[src/rtl/nla_stream_pkg.sv]
// rtl/nla_stream_pkg.sv - shared FSM states, FP32 field constants and NaN detect for the NLA stream path
package nla_stream_pkg;

    typedef enum logic [1:0] {
        IDLE  = 2'd0,
        RUN   = 2'd1,
        DRAIN = 2'd2
    } fsm_state_e;

    localparam int FP32_EXP_MSB = 30;
    localparam int FP32_EXP_LSB = 23;
    localparam int FP32_MAN_MSB = 22;
    localparam int FP32_MAN_LSB = 0;
    localparam logic [7:0] FP32_EXP_ALL_ONES = 8'hFF;

    // Infinities (all-ones exponent, zero mantissa) are deliberately not NaN.
    function automatic logic fp32_is_nan(input logic [31:0] word);
        return (word[FP32_EXP_MSB:FP32_EXP_LSB] == FP32_EXP_ALL_ONES) &&
               (word[FP32_MAN_MSB:FP32_MAN_LSB] != '0);
    endfunction

endpackage

[src/rtl/stream_skid_fifo.sv]
// rtl/stream_skid_fifo.sv - register-based skid FIFO absorbing the upstream read latency
module stream_skid_fifo #(
    parameter int DATA_WIDTH = 32,
    parameter int DEPTH      = 4,
    localparam int AW        = $clog2(DEPTH),
    localparam int CW        = AW + 1
) (
    input  logic                  clk_i,
    input  logic                  rstn_i,
    input  logic                  push,
    input  logic [DATA_WIDTH-1:0] push_data,
    input  logic                  pop,
    output logic [DATA_WIDTH-1:0] head_data,
    output logic [CW-1:0]         count,
    output logic                  empty
);

    logic [DATA_WIDTH-1:0] mem [DEPTH];
    logic [AW-1:0]         wr_ptr;
    logic [AW-1:0]         rd_ptr;

    assign head_data = mem[rd_ptr];
    assign empty     = (count == '0);

    always_ff @(posedge clk_i or negedge rstn_i) begin
        if (!rstn_i) begin
            for (int i = 0; i < DEPTH; i++) begin
                mem[i] <= '0;
            end
            wr_ptr <= '0;
            rd_ptr <= '0;
            count  <= '0;
        end else begin
            if (push) begin
                mem[wr_ptr] <= push_data;
                wr_ptr      <= wr_ptr + AW'(1);
            end
            if (pop) begin
                rd_ptr <= rd_ptr + AW'(1);
            end
            case ({push, pop})
                2'b10:   count <= count + CW'(1);
                2'b01:   count <= count - CW'(1);
                default: count <= count;
            endcase
        end
    end

    // The reader's credit rule must keep this buffer from ever overflowing.
    assert property (@(posedge clk_i) disable iff (!rstn_i) !(push && !pop && count == CW'(DEPTH)));
    assert property (@(posedge clk_i) disable iff (!rstn_i) !(pop && empty));

endmodule

[src/rtl/fp_stream_reader.sv]
// rtl/fp_stream_reader.sv - credit-controlled FIFO drain to a framed FP32 stream (option: FP_READER_NAN_FILTER_EN)
module fp_stream_reader
    import nla_stream_pkg::*;
#(
    parameter int DATA_WIDTH = 32,
    parameter int RD_LATENCY = 2,
    parameter int SKID_DEPTH = 4,
    parameter int LEN_WIDTH  = 16
) (
    input  logic                  clk_i,
    input  logic                  rstn_i,
    input  logic                  fifo_empty_i,
    input  logic                  fifo_wr_i,
    input  logic [DATA_WIDTH-1:0] fifo_data_i,
    output logic                  fifo_rd_en_o,
    input  logic                  start_i,
    input  logic [LEN_WIDTH-1:0]  len_i,
    output logic                  m_valid_o,
    input  logic                  m_ready_i,
    output logic [DATA_WIDTH-1:0] m_data_o,
    output logic                  m_first_o,
    output logic                  m_last_o,
    output logic                  done_o,
    output logic                  busy_o,
    output logic                  err_nan_o
);

    localparam int CW = $clog2(SKID_DEPTH) + 1;

    fsm_state_e            state_q, state_d;
    logic [LEN_WIDTH-1:0]  len_q, issued_q, accepted_q;
    logic [RD_LATENCY-1:0] inflight_q;
    logic [CW-1:0]         inflight_cnt, skid_count;
    logic [CW:0]           credit_sum;
    logic                  rd_en, push, pop, skid_empty, last_accept, done_q;
    logic [DATA_WIDTH-1:0] push_data, head_data;

    assign push        = inflight_q[RD_LATENCY-1];
    assign pop         = ~skid_empty & m_ready_i;
    assign last_accept = pop && (accepted_q == len_q - LEN_WIDTH'(1));

    always_comb begin
        inflight_cnt = '0;
        for (int i = 0; i < RD_LATENCY; i++) begin
            inflight_cnt = inflight_cnt + CW'(inflight_q[i]);
        end
    end

    // Credits count every word not yet handed downstream, so a stalled sink cannot overflow the skid.
    assign credit_sum = {1'b0, inflight_cnt} + {1'b0, skid_count};

    always_comb begin
        state_d = state_q;
        rd_en   = 1'b0;
        case (state_q)
            IDLE: begin
                if (start_i) state_d = RUN;
            end
            RUN: begin
                rd_en = ~fifo_empty_i & ~fifo_wr_i & (credit_sum < (CW+1)'(SKID_DEPTH))
                      & (issued_q != len_q);
                if (rd_en && (issued_q + LEN_WIDTH'(1) == len_q)) state_d = DRAIN;
            end
            DRAIN: begin
                if (last_accept) state_d = IDLE;
            end
            default: state_d = IDLE;
        endcase
    end

    always_ff @(posedge clk_i or negedge rstn_i) begin
        if (!rstn_i) begin
            state_q    <= IDLE;
            len_q      <= '0;
            issued_q   <= '0;
            accepted_q <= '0;
            inflight_q <= '0;
            done_q     <= 1'b0;
        end else begin
            state_q    <= state_d;
            inflight_q <= (inflight_q << 1) | RD_LATENCY'(rd_en);
            done_q     <= (state_q == DRAIN) && last_accept;
            if (state_q == IDLE && start_i) begin
                len_q      <= (len_i == '0) ? LEN_WIDTH'(1) : len_i;
                issued_q   <= '0;
                accepted_q <= '0;
            end else begin
                if (rd_en) issued_q   <= issued_q + LEN_WIDTH'(1);
                if (pop)   accepted_q <= accepted_q + LEN_WIDTH'(1);
            end
        end
    end

`ifdef FP_READER_NAN_FILTER_EN
    logic push_nan, err_nan_q;
    assign push_nan  = push & fp32_is_nan(fifo_data_i[31:0]);
    assign push_data = push_nan ? '0 : fifo_data_i;
    assign err_nan_o = err_nan_q;

    always_ff @(posedge clk_i or negedge rstn_i) begin
        if (!rstn_i) err_nan_q <= 1'b0;
        else         err_nan_q <= err_nan_q | push_nan;
    end
`else
    assign push_data = fifo_data_i;
    assign err_nan_o = 1'b0;
`endif

    stream_skid_fifo #(
        .DATA_WIDTH (DATA_WIDTH),
        .DEPTH      (SKID_DEPTH)
    ) u_skid (
        .clk_i      (clk_i),
        .rstn_i     (rstn_i),
        .push       (push),
        .push_data  (push_data),
        .pop        (pop),
        .head_data  (head_data),
        .count      (skid_count),
        .empty      (skid_empty)
    );

    assign fifo_rd_en_o = rd_en;
    assign m_valid_o    = ~skid_empty;
    assign m_data_o     = head_data;
    assign m_first_o    = m_valid_o && (accepted_q == '0);
    assign m_last_o     = m_valid_o && (accepted_q == len_q - LEN_WIDTH'(1));
    assign done_o       = done_q;
    assign busy_o       = (state_q != IDLE);

endmodule

[config.mk]
export PLATFORM = sky130hd
export DESIGN_NAME = fp_stream_reader
export DESIGN_NICKNAME = d
export VERILOG_FILES = /design/src/rtl/nla_stream_pkg.sv /design/src/rtl/stream_skid_fifo.sv /design/src/rtl/fp_stream_reader.sv
export SDC_FILE = /design/constraint.sdc
export NUM_CORES = 1
export LEC_CHECK = 0
export ABC_AREA = 1
export CORE_ASPECT_RATIO = 1.4
export CORE_MARGIN = 3
export CORE_UTILIZATION = 45
export DETAILED_ROUTE_END_ITERATION = 7
export GPL_ROUTABILITY_DRIVEN = 0
export HOLD_SLACK_MARGIN = 0.12
export PLACE_DENSITY = 0.67
export RECOVER_POWER = 100
export SKIP_LAST_GASP = 1
export SLEW_MARGIN = 15
export SYNTH_ARGS = -nofsm -noshare
export SYNTH_HDL_FRONTEND = slang
export SYNTH_SLANG_ARGS = --single-unit
[constraint.sdc]
create_clock -name clk_i -period 2.13 [get_ports clk_i]
set_input_delay 0.5325 -clock clk_i [delete_from_list [all_inputs] [get_ports clk_i]]
set_output_delay 0.5325 -clock clk_i [all_outputs]
set_load 0.1 [all_outputs]
Yosys cells after proc, flatten, opt, wreduce, memory -nomap -nowiden:

Cells that the tools add are included.

* register bits: 188
* bits of input ports: 54
* output and inout bits: 39
* logic and storage cells: 79

* $add $sub $neg: 9
* magnitude comparators: 4
* eq/ne operators: 10
* multiplexer cells: 17
* bitwise operators: 10
* reduce and logical (&&, ||, !) cells: 16

Operators by type and width (count)
* $bwmux W128: 1
* $mux W32: 3
* $mux W16: 5
* $bmux W32 S2: 1
* $demux W32 S2: 1
* $add A16 B1 Y16 const B: 2
* $eq A16 B16 Y1: 2
* $logic_not A16 Y1: 2
* $ne A16 B16 Y1: 1
* $sub A16 B1 Y16 const B: 1
* $reduce_bool A2 Y1: 4
* $logic_and A1 B1 Y1: 7
* $ge A3 B3 Y1 const B: 2
* $mux W2: 3
* $ne A2 B2 Y1 const B: 3
* $not A2 Y3: 2
* $pmux W2 S3: 1
* $pmux W3 S2: 1
* $add A2 B1 Y2 const B: 2
* $add A2 B3 Y4: 1
* $and A1 B1 Y1: 4
* $eq A2 B1 Y1 const B: 2
* $eq A2 B2 Y1 const B: 2
* $lt A4 B3 Y1 const B: 1
* 10 further kinds: 12

Depth between registers and ports, before layout:

* word-level depth: 8
* depth in mapped cells: 14
* depth with buffers taken out: 14

Hierarchy:

From an unflattened synthesis, not the netlist that was laid out.

* cell total of the unflattened synthesis: 1365
* area total of the unflattened synthesis: 10237.3 µm²

By module, submodules not included
* stream_skid_fifo: instances 1, cells each 729, area an instance 6187.2 µm², seq. area each 3378.2 µm²
* fp_stream_reader: instances 1, cells each 636, area an instance 4050.1 µm², seq. area each 1326.3 µm²

Worst setup path after synthesis:

OpenSTA, ideal clock, no wires.

* path type: reg2out
* start point: register u_skid.count[0]
* end point: output port m_first_o
* data arrival time: 3.709 ns
* data required time: 1.597 ns
* slack: -2.111 ns
* cell stages (with the launch flop): 5
* buffers on the path: 0
* path through: dfrtp_1 -> inv_1 -> nand3_4 -> nand3_1 -> nor4_1

* cells in the longest elaborated chain, start to end: 3

RTL lines
* start, declared: RTL line stream_skid_fifo.sv:14 `output logic [CW-1:0] count,`
* start signal, assigned: RTL line stream_skid_fifo.sv:42 `2'b10: count <= count + CW'(1);`
* start signal, assigned: RTL line stream_skid_fifo.sv:43 `2'b01: count <= count - CW'(1);`
* start signal, assigned: RTL line stream_skid_fifo.sv:44 `default: count <= count;`
* $logic_not A3 Y1: RTL line stream_skid_fifo.sv:23 `assign empty = (count == '0);`
* $not A1 Y1: RTL line fp_stream_reader.sv:124 `assign m_valid_o = ~skid_empty;`
* named net m_valid_o: RTL line fp_stream_reader.sv:18 `output logic m_valid_o,`
* $logic_and A1 B1 Y1: RTL line fp_stream_reader.sv:126 `assign m_first_o = m_valid_o && (accepted_q == '0);`
* end, declared: RTL line fp_stream_reader.sv:21 `output logic m_first_o,`

The timed path passes the listed nets, and every way through them passes these cells.

Worst setup path after layout:

* start point: register len_q[1]
* end point: output port m_last_o

* cells in the longest elaborated chain, start to end: 3

RTL lines
* start, declared: RTL line fp_stream_reader.sv:31 `logic [LEN_WIDTH-1:0] len_q, issued_q, accepted_q;`
* start signal, assigned: RTL line fp_stream_reader.sv:84 `len_q <= (len_i == '0) ? LEN_WIDTH'(1) : len_i;`
* $sub A16 B1 Y16: RTL line fp_stream_reader.sv:127 `assign m_last_o = m_valid_o && (accepted_q == len_q - LEN_WIDTH'(1));`
* $eq A16 B16 Y1: RTL line fp_stream_reader.sv:127
* $logic_and A1 B1 Y1: RTL line fp_stream_reader.sv:127
* end, declared: RTL line fp_stream_reader.sv:22 `output logic m_last_o,`

No other way between the ends.

==> metrics.csv <==
stage;metric;value;unit
detailed_routing;routed_wl;31500;µm
detailed_routing;first_pass_iters;7;
detailed_routing;vias;9828;
sta;setup_viol_count_final;43;
cts;root_buffer;clkbuf_16;
sta;timing.final.ws_setup;-0.664;ns
logic_synthesis;ys_warn_count;0;
worst_setup_path;max_stage_delay;0.39;ns
hold_path;hold_start;inflight_q[0];
final_layout;fin_util;68.3;%
sta;slew_viol_final;0;
global_route;grt_pass1_wl;49000;µm
die;core-area;21400;µm²
worst_setup_path;path_cells;inv_2, ha_4, xor2_2, nand2_1, nor2_1, nand3_1, nor2_1, nand2_1, nor2_2, and3_4, buf_12;
cts;ctsLongestPathBuffers;2;
placed_design;placement.io_buffers;91;
detailed_routing;antenna_left;0;
final_layout;design_area;14600;µm²
logic_synthesis;synthXorXnorAreaFrac;3.95;%
final_layout;final_cell_mix;nand2_1, dfrtp_1, o21ai_0, inv_1, nor2_1;
cts;insertion_delay;0.44;ns
worst_setup_path;path_buf_inv;2;
worst_setup_path;ff2ff_setup_slack;-0.27;ns
cts;cts_sinks;188;
hold_path;hold_class;reg2reg;
logic_synthesis;synth_top_area_share;47.6;%
global_route;grt_overflow;0;
final_layout;final_common_cell;nand2_1;
worst_setup_path;crit_fanout;3;
die;initial_core_util;46.3;%
sta;period_minus_slack;2.79;ns
final_layout;area_growth_syn_to_layout;47.4;%
logic_synthesis;synth_top_family_by_area;simple AND/OR/NAND/NOR gates;
cts;path_clk_slew;0.07;ns
die;die_w;131;µm
logic_synthesis;syn_area;9890;µm²
worst_setup_path;cpLargestDelayFamily;simple AND/OR/NAND/NOR gates;
sta;fin_crit_sh;131;%
logic_synthesis;synth.area.mux_share;0;%
worst_setup_path;r2r-start;u_skid.count[0];
die;die_height;181;µm
die;num_rows;63;
die;die-area;23800;µm²
logic_synthesis;synth_area_leader_cell;dfrtp_1;
status;failed_checks;negative setup slack;
logic_synthesis;synth-compound-area-share;15.2;%
worst_setup_path;crit_path_end_kind;output pin;
logic_synthesis;syn-num-nets;1355;
final_layout;n_fill_cell;1631;
global_route;antenna_found_initial;0;
worst_setup_path;start_kind;flip-flop;
worst_setup_path;startpoint;len_q[1];
global_route;grt_max_degree;55;
placed_design;post_dp_cell_area;12800;µm²
cts;cts_buffers;17;
logic_synthesis;avgSynthCellArea;7.67;µm²
job;maxCapViolCount;0;
final_layout;drive_gt1_share;26.6;%
worst_setup_path;worstSetupPathType;reg2out;
sta;worstMarginPinSlew;1.29;ns
logic_synthesis;ys_types;39;
detailed_routing;drcViolationCount;0;
sta;setup_tns;-9.16;ns
logic_synthesis;ys_seq_elements;188;
worst_setup_path;critPathRequiredTime;1.60;ns
sta;maxSlewHeadroom;14.2;%
logic_synthesis;netlist_instances;1290;
final_layout;antennaDiodeCount;0;
logic_synthesis;yosys-top-cells-area;dfrtp_1, nand2_1, o21ai_0;
global_route;grt_pass1_vias;9711;
sta;hold_viol;0;
sta;fmax;358;MHz
detailed_routing;drt-initial-drc-count;720;
sta;finalClockSkew;0.0126;ns
cts;htree_levels;4;
logic_synthesis;yosysSeqAreaShare;47.6;%
detailed_routing;routedWlPerCell;17.5;µm
global_route;track_usage;25.3;%
placed_design;dp_hpwl;19600;µm
sta;rsz0062_at_grt;true;
status;outcome;finished with violations;
worst_setup_path;worst_path_max_delay_cell;dfrtp_1;
final_layout;fin_nets;1562;
logic_synthesis;post_synth_fa_ha_maj_area_fraction;1.47;%
detailed_routing;via_per_inst;5.45;
logic_synthesis;synthSimpleGateAreaFrac;24.7;%
die;io-pin-count;93;
worst_setup_path;arrival;2.26;ns
cts;cts_tree;yes;
## per-stage QoR
step           instances  setup slack (ns)  hold slack [ns]
3_5_place_dp        1729            -0.224            0.382
6_report            1802            -0.664            0.392
4_1_cts             1790            -0.656            0.395
2_1_floorplan       1290            -0.320            0.237
3_3_place_gp        1729            -0.160            0.365
5_1_grt             1802            -0.837            0.403
## worst paths after layout
| path | end | cells past startpoint |
|---|---|---|
| min reg2reg | inflight_q[1] | 0 |
| max reg2reg | accepted_q[10] | 14 |
| max in group asynchronous | accepted_q[1] | 3 |
| min | inflight_q[1] | 0 |
| min in group asynchronous | u_skid.mem[36] | 2 |
| max | m_last_o | 11 |
## metal layers
metal	GRT usage [%]	up-vias	wire length, µm
met2	46.0	350	17000
met4	11.3	0	1330
li1	-	4630	-
met5	0	-	0
met1	29.6	4759	11700
met3	3.94	89	1550
## worst reg2reg max path: stages, from the launching register on
cell and delay [ns]:
dfrtp_1 0.36, clkbuf_1 0.14, inv_1 0.11, nand3_4 0.08, clkbuf_1 0.32, nand2_4 0.07, inv_1 0.09, clkbuf_1 0.27
nand3_1 0.17, nor3_2 0.18, nand2_1 0.12, nor2_1 0.18, nand3_1 0.10, nand2_1 0.07, nor2_1 0.05
## cells by family (layout without fill, tap and decap cells)
logic type,after synthesis,after routing
buf+inv,179,399
xor+xnor,43,43
compound gates,287,287
simple gates,581,581
fa+ha+maj,11,11
other cells,1,1
flops,188,188
## synth_stat cells (all sizes together)
library cell  instances
buf                   5
clkbuf               52
nor2                159
nor4                  9
and3                  2
nand3                47
o31ai                 1
a22o                  1
xor2                 28
o21bai                2
o22ai                39
nand3b                3
nand2               327
ha                   10
conb                  1
fa                    1
dfrtp               188
and2                  2
xnor3                 1
o21ai               228
a22oi                 1
xnor2                14
a21oi                15
nand4                17
nor3                 15
inv                 122
## registers in the layout, summed over array words and instances, names as in the netlist
name,count
accepted_q,16
done_o,1
inflight_q,2
issued_q,16
len_q,16
state_q,2
u_skid.count,3
u_skid.mem,128
u_skid.rd_ptr,2
u_skid.wr_ptr,2
## final cells by class
type / count / area, µm² / area share (%)
clock buffers: 19 / 443 / 3.04
inverters: 122 / 470 / 3.23
multi-input cells: 923 / 5640 / 38.6
well taps: 292 / 365 / 2.50
flip-flops and latches: 188 / 4710 / 32.3
clock inverters: 13 / 149 / 1.02
repair buffers: 245 / 2810 / 19.3
## what timing repair did
item	4_1_cts	5_1_grt
pin swaps	35	38
setup buffers	18	15
cloned	11	5
setup endpoints to repair	35	51
gates resized for setup	170	116
endpoints found under the hold margin	46	0
hold buffers	1	0
Power is left out: the tool's default activity adds up to more than one toggle a clock period on the data nets, which glitch-free logic cannot reach.
